### src/rtl/riscv_pkg.sv
// Shared RV32I definitions: base opcodes, the canonical NOP and the fetch
// entry record passed from the fetch front end to decode.
package riscv_pkg;

   localparam logic [6:0] OPC_OP     = 7'b0110011;
   localparam logic [6:0] OPC_LOAD   = 7'b0000011;
   localparam logic [6:0] OPC_STORE  = 7'b0100011;
   localparam logic [6:0] OPC_OP_IMM = 7'b0010011;
   localparam logic [6:0] OPC_BRANCH = 7'b1100011;
   localparam logic [6:0] OPC_JAL    = 7'b1101111;
   localparam logic [6:0] OPC_JALR   = 7'b1100111;
   localparam logic [6:0] OPC_LUI    = 7'b0110111;
   localparam logic [6:0] OPC_AUIPC  = 7'b0010111;

   // addi x0, x0, 0
   localparam logic [31:0] NOP_INSTR = 32'h0000_0013;

   typedef struct packed {
      logic [31:0] pc;
      logic [31:0] instr;
   } fetch_entry_t;

   // True for the nine base opcodes the controller understands.
   function automatic logic opcode_supported(input logic [6:0] opc);
      logic ok;
      case (opc)
         OPC_OP, OPC_LOAD, OPC_STORE, OPC_OP_IMM, OPC_BRANCH,
         OPC_JAL, OPC_JALR, OPC_LUI, OPC_AUIPC: ok = 1'b1;
         default:                              ok = 1'b0;
      endcase
      return ok;
   endfunction

endpackage

### src/rtl/instr_fetch_unit_if.sv
// Fetch front-end bus: instruction memory port, decode handshake and the
// redirect request from execute. master = fetch unit, slave = its environment.
interface instr_fetch_unit_if;

   logic        imem_req;
   logic [31:0] imem_addr;
   logic [31:0] imem_rdata;
   logic        instr_valid;
   logic [31:0] instr;
   logic [31:0] instr_pc;
   logic        instr_ready;
   logic        instr_illegal;
   logic        redirect_valid;
   logic [31:0] redirect_pc;

   modport master (
      output imem_req, imem_addr, instr_valid, instr, instr_pc, instr_illegal,
      input  imem_rdata, instr_ready, redirect_valid, redirect_pc
   );

   modport slave (
      input  imem_req, imem_addr, instr_valid, instr, instr_pc, instr_illegal,
      output imem_rdata, instr_ready, redirect_valid, redirect_pc
   );

endinterface

### src/rtl/fetch_fifo.sv
// Prefetch FIFO of {pc, instr} entries. Synchronous flush beats a same-cycle
// push; reset and flush both empty it. DEPTH must be a power of two.
module fetch_fifo
   import riscv_pkg::*;
#(
   parameter int unsigned DEPTH = 4,
   localparam int unsigned PtrW = $clog2(DEPTH),
   localparam int unsigned CntW = PtrW + 1
) (
   input  logic            clk,
   input  logic            reset,
   input  logic            flush,
   input  logic            push,
   input  fetch_entry_t    push_data,
   input  logic            pop,
   output fetch_entry_t    head,
   output logic [CntW-1:0] count,
   output logic            empty,
   output logic            full
);

   fetch_entry_t    mem_q [DEPTH];
   logic [PtrW-1:0] wr_ptr_q, rd_ptr_q;
   logic [CntW-1:0] count_q, count_d;
   logic            push_ok, pop_ok;

   assign push_ok = push && !flush;
   assign pop_ok  = pop && !flush && (count_q != '0);

   // Occupancy update from the accepted push/pop pair.
   always_comb begin
      count_d = count_q;
      case ({push_ok, pop_ok})
         2'b10:   count_d = count_q + CntW'(1);
         2'b01:   count_d = count_q - CntW'(1);
         default: count_d = count_q;
      endcase
   end

   // Pointers and count; pointers wrap naturally since DEPTH is a power of two.
   always_ff @(posedge clk) begin
      if (reset || flush) begin
         wr_ptr_q <= '0;
         rd_ptr_q <= '0;
         count_q  <= '0;
      end else begin
         if (push_ok) wr_ptr_q <= wr_ptr_q + PtrW'(1);
         if (pop_ok)  rd_ptr_q <= rd_ptr_q + PtrW'(1);
         count_q <= count_d;
      end
   end

   // Storage array, no reset needed: occupancy alone defines validity.
   always_ff @(posedge clk) begin
      if (push_ok && !reset) mem_q[wr_ptr_q] <= push_data;
   end

   assign head  = mem_q[rd_ptr_q];
   assign count = count_q;
   assign empty = (count_q == '0);
   assign full  = (count_q == CntW'(DEPTH));

endmodule

### src/rtl/instr_fetch_unit.sv
// RV32I instruction fetch front end: owns the PC, issues single-cycle word
// reads, buffers responses in fetch_fifo and hands them to decode.
// Optional feature macro: IFU_ILLEGAL_OP_EN builds the head-opcode legality
// check; without it instr_illegal is tied low.
module instr_fetch_unit
   import riscv_pkg::*;
#(
   parameter int unsigned DEPTH    = 4,
   parameter logic [31:0] RESET_PC = 32'h0000_0000
) (
   input logic                clk,
   input logic                reset,
   instr_fetch_unit_if.master bus
);

   localparam int unsigned CntW = $clog2(DEPTH) + 1;

   logic [31:0]     pc_q, pc_d;
   logic [31:0]     req_pc_q, req_pc_d;
   logic            inflight_q, inflight_d;
   logic            kill_q, kill_d;
   logic [CntW-1:0] count, occupancy;
   logic            empty, full;
   logic            issue, push, pop, head_valid;
   fetch_entry_t    head, push_data;

   // count + inflight never exceeds DEPTH, so a landing response always fits.
   assign occupancy  = count + CntW'(inflight_q);
   assign issue      = !reset && !bus.redirect_valid && !full
                       && (occupancy < CntW'(DEPTH));
   assign head_valid = !empty && !reset;
   // A response in a redirect cycle is dropped by the FIFO's flush priority.
   assign push       = inflight_q && !kill_q;
   assign pop        = head_valid && bus.instr_ready && !bus.redirect_valid;
   assign push_data  = '{pc: req_pc_q, instr: bus.imem_rdata};

   fetch_fifo #(
      .DEPTH(DEPTH)
   ) u_fifo (
      .clk       (clk),
      .reset     (reset),
      .flush     (bus.redirect_valid),
      .push      (push),
      .push_data (push_data),
      .pop       (pop),
      .head      (head),
      .count     (count),
      .empty     (empty),
      .full      (full)
   );

   // Next PC: redirect wins over sequential advance; remember the issued PC.
   always_comb begin
      pc_d       = pc_q;
      req_pc_d   = req_pc_q;
      inflight_d = issue;
      // Anything landing right after a redirect belongs to the old path.
      kill_d     = bus.redirect_valid;
      if (bus.redirect_valid) begin
         pc_d = bus.redirect_pc & ~32'h3;
      end else if (issue) begin
         pc_d     = pc_q + 32'd4;
         req_pc_d = pc_q;
      end
   end

   // Fetch state registers with synchronous reset.
   always_ff @(posedge clk) begin
      if (reset) begin
         pc_q       <= RESET_PC & ~32'h3;
         req_pc_q   <= '0;
         inflight_q <= 1'b0;
         kill_q     <= 1'b0;
      end else begin
         pc_q       <= pc_d;
         req_pc_q   <= req_pc_d;
         inflight_q <= inflight_d;
         kill_q     <= kill_d;
      end
   end

   assign bus.imem_req    = issue;
   assign bus.imem_addr   = pc_q;
   assign bus.instr_valid = head_valid;
   assign bus.instr       = head_valid ? head.instr : NOP_INSTR;
   assign bus.instr_pc    = head_valid ? head.pc : 32'h0;

`ifdef IFU_ILLEGAL_OP_EN
   assign bus.instr_illegal = head_valid && !opcode_supported(head.instr[6:0]);
`else
   assign bus.instr_illegal = 1'b0;
`endif

endmodule

### src/flat_wrapper.sv
// flat-port wrapper written by rule: the top's interface ports become plain ports
module instr_fetch_unit_flat import riscv_pkg::*;
#(
   parameter int unsigned DEPTH    = 4,
   parameter logic [31:0] RESET_PC = 32'h0000_0000
)
  (clk, reset, bus_imem_req, bus_imem_addr, bus_instr_valid, bus_instr, bus_instr_pc, bus_instr_illegal, bus_imem_rdata, bus_instr_ready, bus_redirect_valid, bus_redirect_pc);
  instr_fetch_unit_if bus_i ();
  input logic clk;
  input logic reset;
  output wire logic [$bits(bus_i.imem_req)-1:0] bus_imem_req;
  output wire logic [$bits(bus_i.imem_addr)-1:0] bus_imem_addr;
  output wire logic [$bits(bus_i.instr_valid)-1:0] bus_instr_valid;
  output wire logic [$bits(bus_i.instr)-1:0] bus_instr;
  output wire logic [$bits(bus_i.instr_pc)-1:0] bus_instr_pc;
  output wire logic [$bits(bus_i.instr_illegal)-1:0] bus_instr_illegal;
  input wire logic [$bits(bus_i.imem_rdata)-1:0] bus_imem_rdata;
  input wire logic [$bits(bus_i.instr_ready)-1:0] bus_instr_ready;
  input wire logic [$bits(bus_i.redirect_valid)-1:0] bus_redirect_valid;
  input wire logic [$bits(bus_i.redirect_pc)-1:0] bus_redirect_pc;
  assign bus_imem_req = bus_i.imem_req;
  assign bus_imem_addr = bus_i.imem_addr;
  assign bus_instr_valid = bus_i.instr_valid;
  assign bus_instr = bus_i.instr;
  assign bus_instr_pc = bus_i.instr_pc;
  assign bus_instr_illegal = bus_i.instr_illegal;
  assign bus_i.imem_rdata = bus_imem_rdata;
  assign bus_i.instr_ready = bus_instr_ready;
  assign bus_i.redirect_valid = bus_redirect_valid;
  assign bus_i.redirect_pc = bus_redirect_pc;
  instr_fetch_unit #(.DEPTH(DEPTH), .RESET_PC(RESET_PC)) u_core (.clk(clk), .reset(reset), .bus(bus_i));
endmodule
### config.mk
export PLATFORM = sky130hd
export DESIGN_NAME = instr_fetch_unit_flat
export DESIGN_NICKNAME = d
export VERILOG_FILES = /design/src/rtl/riscv_pkg.sv /design/src/rtl/instr_fetch_unit_if.sv /design/src/rtl/fetch_fifo.sv /design/src/rtl/instr_fetch_unit.sv /design/src/flat_wrapper.sv
export SDC_FILE = /design/constraint.sdc
export NUM_CORES = 1
export LEC_CHECK = 0
export CORE_ASPECT_RATIO = 1.5
export CORE_UTILIZATION = 63
export CTS_CLUSTER_DIAMETER = 40
export CTS_CLUSTER_SIZE = 28
export DETAILED_ROUTE_END_ITERATION = 16
export DONT_BUFFER_PORTS = 1
export PLACE_DENSITY_LB_ADDON = 0.08
export SLEW_MARGIN = 20
export SYNTH_ARGS = -nofsm -noshare
export SYNTH_HDL_FRONTEND = slang
export SYNTH_SLANG_ARGS = --single-unit
### constraint.sdc
create_clock -name clk -period 4 [get_ports clk]
set_input_delay 1 -clock clk [delete_from_list [all_inputs] [get_ports clk]]
set_output_delay 1 -clock clk [all_outputs]
set_load 0.005 [all_outputs]
==> reports/results.ini <==
[floorplan]
fp.dieW_um = 117.6
ioPinCount = 167
rows = 63
start_util_pct = 64.03
die_h_um = 175.3
coreArea_mm2 = 0.01971
dieArea_mm2 = 0.02061

[hold_path]
holdPathEnd = u_core.req_pc_q[13]
min_path_cells = 2
hp-start = u_core.req_pc_q[13]
hold_path_class = reg2reg

[worst_setup_path]
timing.rr.start = u_core.u_fifo.count[2]
cp_top_family = flip-flops
cp.required_ns = 3.00
reg2reg_to = u_core.u_fifo.count[2]
crit_slowest_cell = dfxtp_4
worst_setup_path_end_kind = primary output
rr_worst_depth = 9
criticalPathCategory = reg2out
worstPathMaxFanout = 28
start_kind = register
crit_chain = buf_4 -> mux4_2 -> and2_1
crit_buf_inv = 1
reg2reg_slack_ns = 1.53
worstPathArrival_ns = 2.37
critPathMaxStageDelay_ns = 0.73

[logic_synthesis]
synth-main-ff-cell = edfxtp_1
synth_edf_count = 248
synth_area_mm2 = 0.01262
syn-mean-instance-area_um2 = 15.73
synthArstFlopShare_pct = 0
yosys_warnings = 0
ys_ff_latch = 319
syn_inst = 802
yosysUniqueCellTypes = 49
ys_seq_area_share_pct = 70.29

[global_routing]
grt_pass1_wl_mm = 37.73
grt_pass1_vias = 6896
track_usage_pct = 23.65
grt_max_degree = 63
grt_overflow = 0
antenna_found_initial = 1

[detailed_routing]
routed_wl_mm = 23.61
drc = 0
dr_wl_met2_mm = 12.19
wl_per_cell_um = 21.84
vias = 6638
first_pass_iters = 7
met3WireLength_mm = 1.512
drt_iter0_markers = 427
viasPerCell = 6.141
postRouteAntennaNets = 0
top_layer_used = met4
met1Wirelength_mm = 9.354

[sta]
finalClockSkew_ns = 0.01031
setup_violations = 0
fmax_mhz = 296.8
slew_viol_final = 0
period_minus_slack_ns = 3.369
worst_pin_slew_ns = 0.9486
fin_crit_sh_pct = 84.22
holdWs_ns = 0.4945
grt_setup_unrepaired = false
tns_ns = 0
relSlewSlack_pct = 36.61
hold_viol = 0

[power_and_ir_drop]
power_mw = 6.330
ir_drop_mv = 0.3535
p_leak_nw = 4.355
power_density_mw_per_mm2 = 457.4

[clocking]
post-cts-setup-buffer-count = 0
cts_buffer_depth = 3
path_clk_slew_ns = 0.08
clkSinkCount = 319
htree_levels = 1
cts_resized = 0
cts_hold_repair.buffers = 0
cts_buffers = 25
clk-insertion-delay-late_ns = 0.52
cts_tree = yes
root_buffer = clkbuf_16

[run]
cap_violations = 0

[final_layout]
drive_gt1_share_pct = 16.83
fin_nets = 877
syn2layout_area_growth_pct = 9.688

[status]
outcome = completed

[placed_design]
hpwlAfterDp_mm = 14.55
io_buffers = 0
place_congestion = 0.8220

placed cells by master, fill, tap and decap left out, types with 3 or more instances in the layout:
master,n
nor2b_1,3
edfxtp_1,248
nand4_1,15
nor4_1,3
ha_1,6
nand2_1,86
a21oi_1,40
inv_12,3
nor2_1,27
or3_1,9
inv_8,3
clkinvlp_4,3
buf_4,11
xnor2_1,11
a31oi_1,4
conb_1,5
nand3_1,11
a211oi_1,10
o21ai_0,8
and3_2,4
buf_12,6
o22ai_1,4
clkbuf_16,25
mux4_2,62
dfxtp_1,69
and3_1,8
and2_1,59
inv_1,10
nor3_1,11
xor2_1,17
power by group:
group	leakage, nW	total [mW]	internal [mW]	switching [mW]
registers	2.83	3.65	3.59	0.0586
logic	1.11	0.111	0.0453	0.0660
clock network	0.415	2.57	1.35	1.22
total	4.36	6.33	4.99	1.35
kinds of logic (layout without fill, tap and decap cells):
group,count (synthesis),count (layout),share of synthesized area (%)
compound gates,76,76,3.530
xor+xnor,28,28,1.944
fa+ha+maj,7,7,0.7537
buf+inv,60,74,2.033
flops,319,319,70.29
mux,63,63,11.16
other cells,1,6,0.02972
simple gates,248,248,10.26
state kept, by name (all words and copies together), names as in the netlist, named ones only:
register                flops
u_core.inflight_q           1
u_core.bus.imem_addr       30
u_core.u_fifo.rd_ptr_q      2
u_core.u_fifo.count         3
u_core.req_pc_q            30
u_core.u_fifo.mem_q       248
u_core.u_fifo.wr_ptr_q      2
u_core.kill_q               1
worst min-delay path, delay by kind of cell, from the launching register on:
family	cells	cell delay, ns
simple gates	1	0.06
flops	1	0.34
compound gates	1	0.05
per-stage QoR:
stage	instance area, um2	util, %	cells	setup WS [ns]
final	13840	70.23	1081	0.6311
after global routing	13840	70.23	1081	0.4658
after CTS	13840	70.22	1080	0.5378
after detailed placement	12970	65.80	1035	0.9302
after global placement	12970	65.80	1035	0.9764
after floorplan	12630	-	806	0.7707
area by class of cell:
| class | count | area [um2] |
|---|---|---|
| clock buffers | 26 | 629.4 |
| clock inverters | 19 | 241.5 |
| well taps | 260 | 325.3 |
| diodes | 1 | 2.502 |
| flip-flops and latches | 319 | 8874 |
| fillers | 1316 | 5867 |
| repair buffers | 17 | 202.7 |
| inverters | 12 | 45.04 |
| multi-input cells | 427 | 3520 |
metal layers:
layer,up-vias,GRT usage (%)
met5,-,0
met4,0,6.731
met3,41,4.968
met2,250,41.17
met1,3316,30.22
li1,3031,-
cells in the mapped netlist (2+ instances only):
cell	count	share of area, %
and2_1	59	2.9
ha_1	6	0.59
a31oi_1	4	0.20
mux4_2	62	11
o211ai_1	2	0.12
a211oi_1	10	0.59
a21oi_1	40	1.6
or3_1	9	0.45
clkbuf_1	32	0.95
xor2_1	17	1.2
o21ai_0	8	0.32
nand3_1	11	0.44
nor3_1	11	0.44
dfxtp_1	71	11
buf_1	3	0.089
nor2_1	28	0.83
nor2b_1	3	0.15
buf_4	6	0.36
a311oi_1	2	0.14
nand4_1	15	0.74
and3_1	12	0.59
o22ai_1	4	0.20
inv_1	10	0.30
edfxtp_1	248	59
nor4_1	3	0.15
nand2_1	86	2.6
buf_2	7	0.28
nand3_2	2	0.16
xnor2_1	11	0.76
worst max-delay path by stage:
stage / start / to / slack [ns] / cells after the start
after floorplan: reset / u_core.u_fifo.mem_q[0][0] / 0.77 / 2
after global placement: reset / u_core.u_fifo.count[2] / 0.98 / 8
after detailed placement: reset / bus_instr_pc[10] / 0.93 / 2
after CTS: register / bus_instr_pc[23] / 0.54 / 3
after global routing: register / bus_instr_pc[21] / 0.47 / 3
final: register / bus_instr_pc[23] / 0.63 / 3
No activity file was read; power rests on OpenSTA's default activity.
